## src/rtl/thread_pkg.sv

```systemverilog
// Shared thread/PC definitions for the barrel-threaded front end.
// Fetch-address packing is reused by decode and EX.
package thread_pkg;

    localparam int unsigned NUM_THREADS_DEF = 4;
    localparam int unsigned PC_W_DEF        = 7;

    function automatic int unsigned tid_w_of(input int unsigned num_threads);
        return (num_threads > 1) ? int'($clog2(num_threads)) : 1;
    endfunction

    // {tid, pc} as a flat address; callers truncate to TID_W+PC_W.
    function automatic logic [31:0] pack_fetch_addr(input logic [31:0] tid,
                                                    input logic [31:0] pc,
                                                    input int unsigned pc_w);
        return (tid << pc_w) | pc;
    endfunction

endpackage

```

## src/rtl/thread_pc_sched_if.sv

```systemverilog
// Fetch-control bundle between the pipeline (master) and the PC scheduler (slave).
interface thread_pc_sched_if #(
    parameter int unsigned NUM_THREADS = thread_pkg::NUM_THREADS_DEF,
    parameter int unsigned PC_W        = thread_pkg::PC_W_DEF
);
    localparam int unsigned TID_W = thread_pkg::tid_w_of(NUM_THREADS);

    logic                   advance;
    logic                   pc_reset_pulse;
    logic [NUM_THREADS-1:0] thread_enable;
    logic                   ex_branch_taken;
    logic [TID_W+PC_W-1:0]  ex_branch_target;
    logic                   ex_halt;
    logic [TID_W-1:0]       ex_thread_id;

    logic [TID_W+PC_W-1:0]  pc_target;
    logic [TID_W-1:0]       thread_id;
    logic                   thread_valid;
    logic [NUM_THREADS-1:0] halted;
    logic                   all_idle;

    modport master (
        output advance, pc_reset_pulse, thread_enable,
               ex_branch_taken, ex_branch_target, ex_halt, ex_thread_id,
        input  pc_target, thread_id, thread_valid, halted, all_idle
    );

    modport slave (
        input  advance, pc_reset_pulse, thread_enable,
               ex_branch_taken, ex_branch_target, ex_halt, ex_thread_id,
        output pc_target, thread_id, thread_valid, halted, all_idle
    );

endinterface

```

## src/rtl/rr_next_active.sv

```systemverilog
// Round-robin successor: first set mask bit strictly after cur (wrapping),
// cur itself when it is the only set bit.
module rr_next_active #(
    parameter int unsigned N     = 4,
    parameter int unsigned IDX_W = 2
) (
    input  logic [IDX_W-1:0] cur,
    input  logic [N-1:0]     mask,
    output logic [IDX_W-1:0] nxt,
    output logic             found
);

    logic [2*N-1:0]   dbl;
    logic [N-1:0]     rot;
    logic [IDX_W-1:0] off;

    // Rotate so bit 0 is cur+1, priority-encode, then unrotate.
    always_comb begin
        dbl = {mask, mask};
        rot = N'(dbl >> (32'(cur) + 32'd1));
        off = '0;
        for (int i = int'(N) - 1; i >= 0; i--) begin
            if (rot[i]) off = IDX_W'(i);
        end
        nxt   = cur + off + IDX_W'(1);
        found = |mask;
    end

endmodule

```

## src/rtl/thread_pc_sched.sv

```systemverilog
// Per-thread PC bank and round-robin thread scheduler for barrel-threaded fetch.
// Outputs are combinational from state so the fetch address has zero latency.
module thread_pc_sched
    import thread_pkg::*;
#(
    parameter int unsigned     NUM_THREADS = NUM_THREADS_DEF,
    parameter int unsigned     PC_W        = PC_W_DEF,
    parameter logic [PC_W-1:0] RESET_PC    = '0
) (
    input  logic                clk,
    input  logic                reset_n,
    thread_pc_sched_if.slave    bus
);

    localparam int unsigned TID_W = tid_w_of(NUM_THREADS);

    logic [PC_W-1:0]        pc_q [NUM_THREADS];
    logic [PC_W-1:0]        pc_d [NUM_THREADS];
    logic [NUM_THREADS-1:0] halted_q, halted_d;
    logic [TID_W-1:0]       cur_q, cur_d;

    logic [NUM_THREADS-1:0] active_cur;
    logic [NUM_THREADS-1:0] active_next;
    logic [TID_W-1:0]       rr_nxt;
    logic                   rr_found;
    logic                   unused_tgt_hi;

    assign unused_tgt_hi = ^bus.ex_branch_target[TID_W+PC_W-1:PC_W];

    always_comb begin
        halted_d = halted_q;
        if (bus.pc_reset_pulse) begin
            halted_d = '0;
        end else if (bus.ex_halt) begin
            halted_d[bus.ex_thread_id] = 1'b1;
        end
        active_cur  = bus.thread_enable & ~halted_q;
        active_next = bus.thread_enable & ~halted_d;
    end

    rr_next_active #(
        .N     (NUM_THREADS),
        .IDX_W (TID_W)
    ) u_rr (
        .cur   (cur_q),
        .mask  (active_next),
        .nxt   (rr_nxt),
        .found (rr_found)
    );

    // Redirect is applied after the increment so it always wins.
    always_comb begin
        pc_d  = pc_q;
        cur_d = cur_q;
        if (bus.pc_reset_pulse) begin
            for (int t = 0; t < int'(NUM_THREADS); t++) pc_d[t] = RESET_PC;
            cur_d = '0;
        end else begin
            if (bus.advance && active_cur[cur_q]) begin
                pc_d[cur_q] = pc_q[cur_q] + PC_W'(1);
            end
            if (bus.ex_branch_taken) begin
                pc_d[bus.ex_thread_id] = bus.ex_branch_target[PC_W-1:0];
            end
            if (bus.advance && rr_found) begin
                cur_d = rr_nxt;
            end
        end
    end

    always_ff @(posedge clk or negedge reset_n) begin
        if (!reset_n) begin
            for (int t = 0; t < int'(NUM_THREADS); t++) pc_q[t] <= RESET_PC;
            halted_q <= '0;
            cur_q    <= '0;
        end else begin
            pc_q     <= pc_d;
            halted_q <= halted_d;
            cur_q    <= cur_d;
        end
    end

    assign bus.pc_target    = (TID_W+PC_W)'(pack_fetch_addr(32'(cur_q), 32'(pc_q[cur_q]), PC_W));
    assign bus.thread_id    = cur_q;
    assign bus.thread_valid = active_cur[cur_q];
    assign bus.halted       = halted_q;
    assign bus.all_idle     = ~|active_cur;

endmodule
```

## src/flat_wrapper.sv

```systemverilog
// flat-port wrapper written by rule: the top's interface ports become plain ports
module thread_pc_sched_flat import thread_pkg::*;
#(
    parameter int unsigned     NUM_THREADS = NUM_THREADS_DEF,
    parameter int unsigned     PC_W        = PC_W_DEF,
    parameter logic [PC_W-1:0] RESET_PC    = '0
)
  (clk, reset_n, bus_advance, bus_pc_reset_pulse, bus_thread_enable, bus_ex_branch_taken, bus_ex_branch_target, bus_ex_halt, bus_ex_thread_id, bus_pc_target, bus_thread_id, bus_thread_valid, bus_halted, bus_all_idle);
  thread_pc_sched_if #(.NUM_THREADS(NUM_THREADS), .PC_W(PC_W)) bus_i ();
  input  logic clk;
  input  logic reset_n;
  input wire logic [$bits(bus_i.advance)-1:0] bus_advance;
  input wire logic [$bits(bus_i.pc_reset_pulse)-1:0] bus_pc_reset_pulse;
  input wire logic [$bits(bus_i.thread_enable)-1:0] bus_thread_enable;
  input wire logic [$bits(bus_i.ex_branch_taken)-1:0] bus_ex_branch_taken;
  input wire logic [$bits(bus_i.ex_branch_target)-1:0] bus_ex_branch_target;
  input wire logic [$bits(bus_i.ex_halt)-1:0] bus_ex_halt;
  input wire logic [$bits(bus_i.ex_thread_id)-1:0] bus_ex_thread_id;
  output wire logic [$bits(bus_i.pc_target)-1:0] bus_pc_target;
  output wire logic [$bits(bus_i.thread_id)-1:0] bus_thread_id;
  output wire logic [$bits(bus_i.thread_valid)-1:0] bus_thread_valid;
  output wire logic [$bits(bus_i.halted)-1:0] bus_halted;
  output wire logic [$bits(bus_i.all_idle)-1:0] bus_all_idle;
  assign bus_i.advance = bus_advance;
  assign bus_i.pc_reset_pulse = bus_pc_reset_pulse;
  assign bus_i.thread_enable = bus_thread_enable;
  assign bus_i.ex_branch_taken = bus_ex_branch_taken;
  assign bus_i.ex_branch_target = bus_ex_branch_target;
  assign bus_i.ex_halt = bus_ex_halt;
  assign bus_i.ex_thread_id = bus_ex_thread_id;
  assign bus_pc_target = bus_i.pc_target;
  assign bus_thread_id = bus_i.thread_id;
  assign bus_thread_valid = bus_i.thread_valid;
  assign bus_halted = bus_i.halted;
  assign bus_all_idle = bus_i.all_idle;
  thread_pc_sched #(.NUM_THREADS(NUM_THREADS), .PC_W(PC_W), .RESET_PC(RESET_PC)) u_core (.clk(clk), .reset_n(reset_n), .bus(bus_i));
endmodule
```

## config.mk

```make
export PLATFORM = sky130hd
export DESIGN_NAME = thread_pc_sched_flat
export DESIGN_NICKNAME = d
export VERILOG_FILES = /design/src/rtl/thread_pkg.sv /design/src/rtl/thread_pc_sched_if.sv /design/src/rtl/rr_next_active.sv /design/src/rtl/thread_pc_sched.sv /design/src/flat_wrapper.sv
export SDC_FILE = /design/constraint.sdc
export NUM_CORES = 1
export LEC_CHECK = 0
export ABC_AREA = 1
export BUFFER_PORTS_ARGS = -buffer_cell sky130_fd_sc_hd__buf_4
export CAP_MARGIN = 30
export CORE_ASPECT_RATIO = 2
export CORE_MARGIN = 2
export CORE_UTILIZATION = 40
export DETAILED_ROUTE_END_ITERATION = 8
export PLACE_DENSITY = 0.62
export SETUP_SLACK_MARGIN = 0.4
export SYNTH_ARGS = -nofsm -noshare
export SYNTH_HDL_FRONTEND = slang
export SYNTH_SLANG_ARGS = --single-unit
```

## constraint.sdc

```tcl
create_clock -name clk -period 2.1 [get_ports clk]
set_input_delay 0.63 -clock clk [delete_from_list [all_inputs] [get_ports clk]]
set_output_delay 0.63 -clock clk [all_outputs]
set_load 0.02 [all_outputs]
```

== Word level (Yosys, flattened, before mapping) ==
Cells that the tools add are included.

* Magnitude comparators: 7
* Bitwise gates (word level): 8
* Add/sub/neg operators: 4
* Reduce and logical (&&, ||, !) cells: 9
* Mux-type cells: 25
* Shift-type cells: 1

{| class="wikitable"
|+ Operators by type and width
! operator !! number
|-
| 28-bit two-way mux || 4
|-
| 28-bit bitwise mux || 2
|-
| 8-bit by 32-bit right shift with 4-bit output || 1
|-
| 7-bit demux with 2-bit select || 2
|-
| 7-bit two-way mux || 4
|-
| 7-bit binary-select mux with 2-bit select || 1
|-
| 2-bit two-way mux || 6
|-
| 9-bit by 7-bit bitwise OR with 9-bit output || 1
|-
| 4-bit bitwise AND || 2
|-
| 4-bit two-way mux || 2
|-
| 4-bit NOT || 2
|-
| 4-bit OR reduction || 2
|-
| 7-bit by 1-bit adder with 7-bit output, second input constant || 1
|-
| 3-bit >= comparator, second input constant || 2
|-
| 2-bit by 3-bit < comparator with 1-bit output, second input constant || 2
|-
| 3-bit by 1-bit < comparator with 1-bit output, second input constant || 2
|-
| 2-bit NOT with 3-bit output || 2
|-
| 1-bit logical AND || 5
|-
| 4-bit bitwise OR || 1
|-
| 2-bit by 1-bit adder with 3-bit output, second input constant || 1
|-
| 2-bit by 1-bit adder with 2-bit output, second input constant || 1
|-
| 2-bit adder || 1
|-
| 1-bit binary-select mux with 2-bit select || 1
|-
| 1-bit demux with 2-bit select || 1
|-
| other kinds (4) || 5
|}

* Output and inout port bits: 17
* Register bits after elaboration: 34
* Word-level logic and storage cells: 60
* Input port bits: 21

== Depth between registers and ports, before layout ==
* Depth after elaboration: 18
* Mapped depth: 16
* Mapped depth without buffers: 16

== Hierarchy ==
From an unflattened synthesis, not the netlist that was laid out.

* Cells, all modules: 363
* Area, all modules: 2456.1 µm²

{| class="wikitable"
|+ By module, submodules not included
! module !! times used !! seq. area each (µm²) !! area each (µm²) !! cells an instance
|-
| thread_pc_sched || 1 || 850.8 || 2280.9 || 325
|-
| rr_next_active || 1 || 0.0 || 175.2 || 38
|}

== Least setup slack after synthesis ==
No wires, ideal clock.

* Path type: reg-to-reg
* From: register u_core.cur_q[1], in the netlist u_core.bus.thread_id[1]
* To: register u_core.pc_q[2] (netlist name)
* Arrival time: 2.164 ns
* Stages on the path, launching flop included: 11
* Period minus slack after synthesis: 2.290 ns
* Required time: 1.974 ns
* Setup time: 0.126 ns
* Path buffers: 1
* Setup slack: -0.190 ns
* Cell sequence: dfrtp_1 -> buf_4 -> nand2_1 -> inv_2 -> nand2_1 -> nand4_1 -> ha_1 -> xor2_1 -> a21oi_1 -> o21ai_0 -> a21oi_1

{| class="wikitable"
|+ RTL lines
! element !! RTL line !! text
|-
| start, declared || thread_pc_sched.sv:20 || <nowiki>logic [TID_W-1:0] cur_q, cur_d;</nowiki>
|-
| start signal, assigned || thread_pc_sched.sv:79 || <nowiki>cur_q <= cur_d;</nowiki>
|-
| end signal, assigned || thread_pc_sched.sv:77 || <nowiki>pc_q <= pc_d;</nowiki>
|-
| end, declared || thread_pc_sched.sv:17 || <nowiki>logic [PC_W-1:0] pc_q [NUM_THREADS];</nowiki>
|}

== Worst setup path in the final report ==
* From: register u_core.cur_q[1], in the netlist u_core.bus.thread_id[1]
* To: output bus_pc_target[6]

* Word-level cells in the longest chain between the ends: 5

{| class="wikitable"
|+ Ends and longest elaborated chain
! element !! RTL line !! text
|-
| 2-bit NOT with 3-bit output (not written as such) || thread_pc_sched.sv:83 || <nowiki>assign bus.pc_target = (TID_W+PC_W)'(pack_fetch_addr(32'(cur_q), 32'(pc_q[cur_q]), PC_W));</nowiki>
|-
| 7-bit binary-select mux with 2-bit select || thread_pc_sched.sv:83 ||
|-
| 7-bit two-way mux (not written as such) (2 in series) || thread_pc_sched.sv:83 ||
|-
| 9-bit by 7-bit bitwise OR with 9-bit output || thread_pkg.sv:16 || <nowiki>return (tid << pc_w) | pc;</nowiki>
|-
| end, declared || flat_wrapper.sv:19 || <nowiki>output wire logic [$bits(bus_i.pc_target)-1:0] bus_pc_target;</nowiki>
|}

No other way between the ends. The select of a mux whose other input is x is not followed.

==> metrics.md <==
| Metric | Value |
|---|---|
| Status | `finished, violations left` |
| Violated checks | `setup timing` |
| Initial Utilization | `0.413` |
| CTS tree | `done` |
| Sink Count | `34` |
| Post-Syn Nets | `408` |
| Fill count | `roughly 500` |
| Antenna violations before repair | `0` |
| Static Leakage | `approximately 1.9 nW` |
| Routed len/inst | `between 15 and 20 um` |
| Grt ovf | `0` |
| Area grow syn2layout | `63.2%` |
| Mapped Area | `~0.0025 sq mm` |
| Hold Vio Cnt, Final | `0` |
| Critical path fanouts, max | `5` |
| Clk buf depth | `2` |
| GP Congestion | `0.917` |
| Min Tclk post-route | `~2200 ps` |
| Setup TNS | `-221 ps` |
| Register area share after synthesis | `0.346` |
| # setup viols final | `7` |
| # diodes | `0` |
| Peak VDD IR | `0.000836 V` |
| DRC violations left | `0` |
| Worst path arrival time | `around 1500 ps` |
| Critical path class | `reg2out` |
| RSZ-0062 raised after global routing | `true` |
| Layout Nets | `503` |
| Via count | `3,086` |
| Vias in the first global route | `3,100` |
| Startpoint types | `register` |
| Die Span Y | `approximately 110 um` |
| Type of the most critical hold path | `in2async` |
| Headroom to the max-slew limit | `0.674` |
| First DRT Iteration DRCs | `183` |
| Pin count of the biggest net entering global routing | `35` |
| Synth Register Bits | `34` |
| CTS clk-pin slew, worst paths | `roughly 60 ps` |
| Routed WL | `9800 um` |
| Clock Root Buffer | `clkbuf_16` |
| Max Cap Viol | `0` |
| Dpl hpwl | `~6500 um` |
| Pwr Total | `4.26 mW` |
| First-pass GRT wire length | `around 15,000 um` |
| Slew @ Worst Pin | `489 ps` |
| Die area | `0.00683 sq mm` |
| Core Region | `approximately 0.0060 sq mm` |
| Hold_buf cts | `0` |
| Hold slack | `between 200 and 300 ps` |
| Slew Viols, Final | `0` |
| PortBufs | `35` |
| Gate Count Post-Synth | `385` |
| I/O Pins | `38` |
| Clock buffer count from CTS | `5` |
| Antenna viol nets, final | `0` |
| Layout Skew | `roughly 8 ps` |
| Skew-Pair Late Insertion Delay | `290 ps` |
| Mapped Avg Cell Area | `approximately 6.4 sq um` |
| WP data required | `1470 ps` |
| Share of cells above drive strength 1 | `0.428` |
| PD cells | `1060 mW/mm^2` |
| Row cnt | `40` |
| First-pass DRT Iterations | `5` |
| Crit share post-route | `1.03` |
| Most frequent cells in the layout | `nand2_1 (101), buf_4 (72), a21oi_1 (33), dfrtp_1 (32), nand3_1 (28)` |
| Final worst-path setup slack | `-65.0 ps` |
| Leading cell type in the layout, fill and taps excluded | `nand2_1` |
| Gr usage total | `0.296` |
| # H-tree levels | `2` |
| Max Clock Freq | `0.462 GHz` |
| Core Util, Final | `0.674` |
| Yosys cell types | `28` |
| Yosys warns | `0` |
| Worst setup EP type | `output pin` |
| Post-DR vias/cell | `approximately 5.7` |
| DIE WIDTH | `59.4 um` |
==> power breakdown <==
part / internal [mW] / switching, mW
logic: 1.19 / 1.46
clock network: 0.471 / 0.297
registers: 0.737 / 0.0963
total: 2.40 / 1.86
==> per-stage QoR <==
stage	setup WS, ps	std cells	instance area, sq um
3_5_place_dp	-70.8	502	3140
4_1_cts	-40.6	541	3850
3_3_place_gp	-53.3	502	3140
2_1_floorplan	14.1	385	2650
5_1_grt	-110	544	4010
6_report	-65.0	544	4010
==> metal layers <==
metal | vias up | GRT usage | wire length (um) | part of all wire
li1 | 1446 | - | - | -
met1 | 1473 | 0.286 | 3260 | 0.33
met2 | 130 | 0.533 | 5500 | 0.56
met3 | 37 | 0.0529 | 466 | 0.048
met4 | 0 | 0.214 | 585 | 0.060
met5 | - | 0 | 0 | 0
==> cells by family (layout without fill, tap and decap cells) <==
family | after synthesis | in the layout | synth area share
AOI/OAI and AO/OA | 84 | 84 | 0.176
adders and majority gates | 2 | 2 | 0.0102
xor gates and xnor gates | 3 | 3 | 0.0107
buffers and inverters | 54 | 149 | 0.0972
and+or+nand+nor | 208 | 209 | 0.360
DFF | 34 | 34 | 0.346
==> path summary, 6_finish.rpt <==
kind                       slack [ps]  cells after the start                    start                      end
setup / recovery                  -60                      7  u_core.bus.thread_id[1]         bus_pc_target[6]
max in group asynchronous        1420                      1                  reset_n  u_core.bus.thread_id[1]
hold reg to reg                   570                      2           u_core.pc_q[8]           u_core.pc_q[8]
setup reg to reg                  -10                     11  u_core.bus.thread_id[0]          u_core.pc_q[13]
min in group clk                  570                      2           u_core.pc_q[8]           u_core.pc_q[8]
hold / removal                    290                      1                  reset_n     u_core.bus.halted[0]
==> sequential cells by signal, summed over array words and instances, names as in the netlist <==
name	cells
u_core.pc_q	28
u_core.bus.halted	4
u_core.bus.thread_id	2
==> final cells by class <==
class	instances	area (sq um)	share of cell area
Clock buffer	7	143	0.0355
Clock inverter	1	5.00	0.00125
Inverter	42	220	0.0549
Multi-Input combinational cell	298	1820	0.454
Sequential cell	34	853	0.213
Tap cell	63	78.8	0.0196
Timing Repair Buffer	99	891	0.222
==> synth_stat cells (all sizes together) <==
library cell	instances	share of area
inv	41	0.064
nor4	1	0.0025
buf	9	0.027
nand4	4	0.013
o21ai	32	0.065
nand2	128	0.20
a21oi	49	0.10
nor3	1	0.0020
clkbuf	3	0.0046
dfrtp	34	0.35
ha	2	0.010
xor2	3	0.011
clkinv	1	0.0015
o22ai	2	0.0076
nand3	42	0.085
nor2	32	0.057
o31ai	1	0.0031
==> worst max-delay path, stage by stage, from the launching register on <==
cell and delay (ps):
dfrtp_2 440, buf_8 160, nor2_4 140, buf_12 150, nand2_1 80, o21ai_2 80
nor2_2 70, buf_6 140
==> timing repair <==
item                       in CTS  in global routing
setup buffers                  30                  3
setup endpoints to repair      41                 41
gates resized for setup        82                 37
pin swaps                      21                 20
cloned                          1                  0
Note: power is estimated with default switching activity, not from simulation.
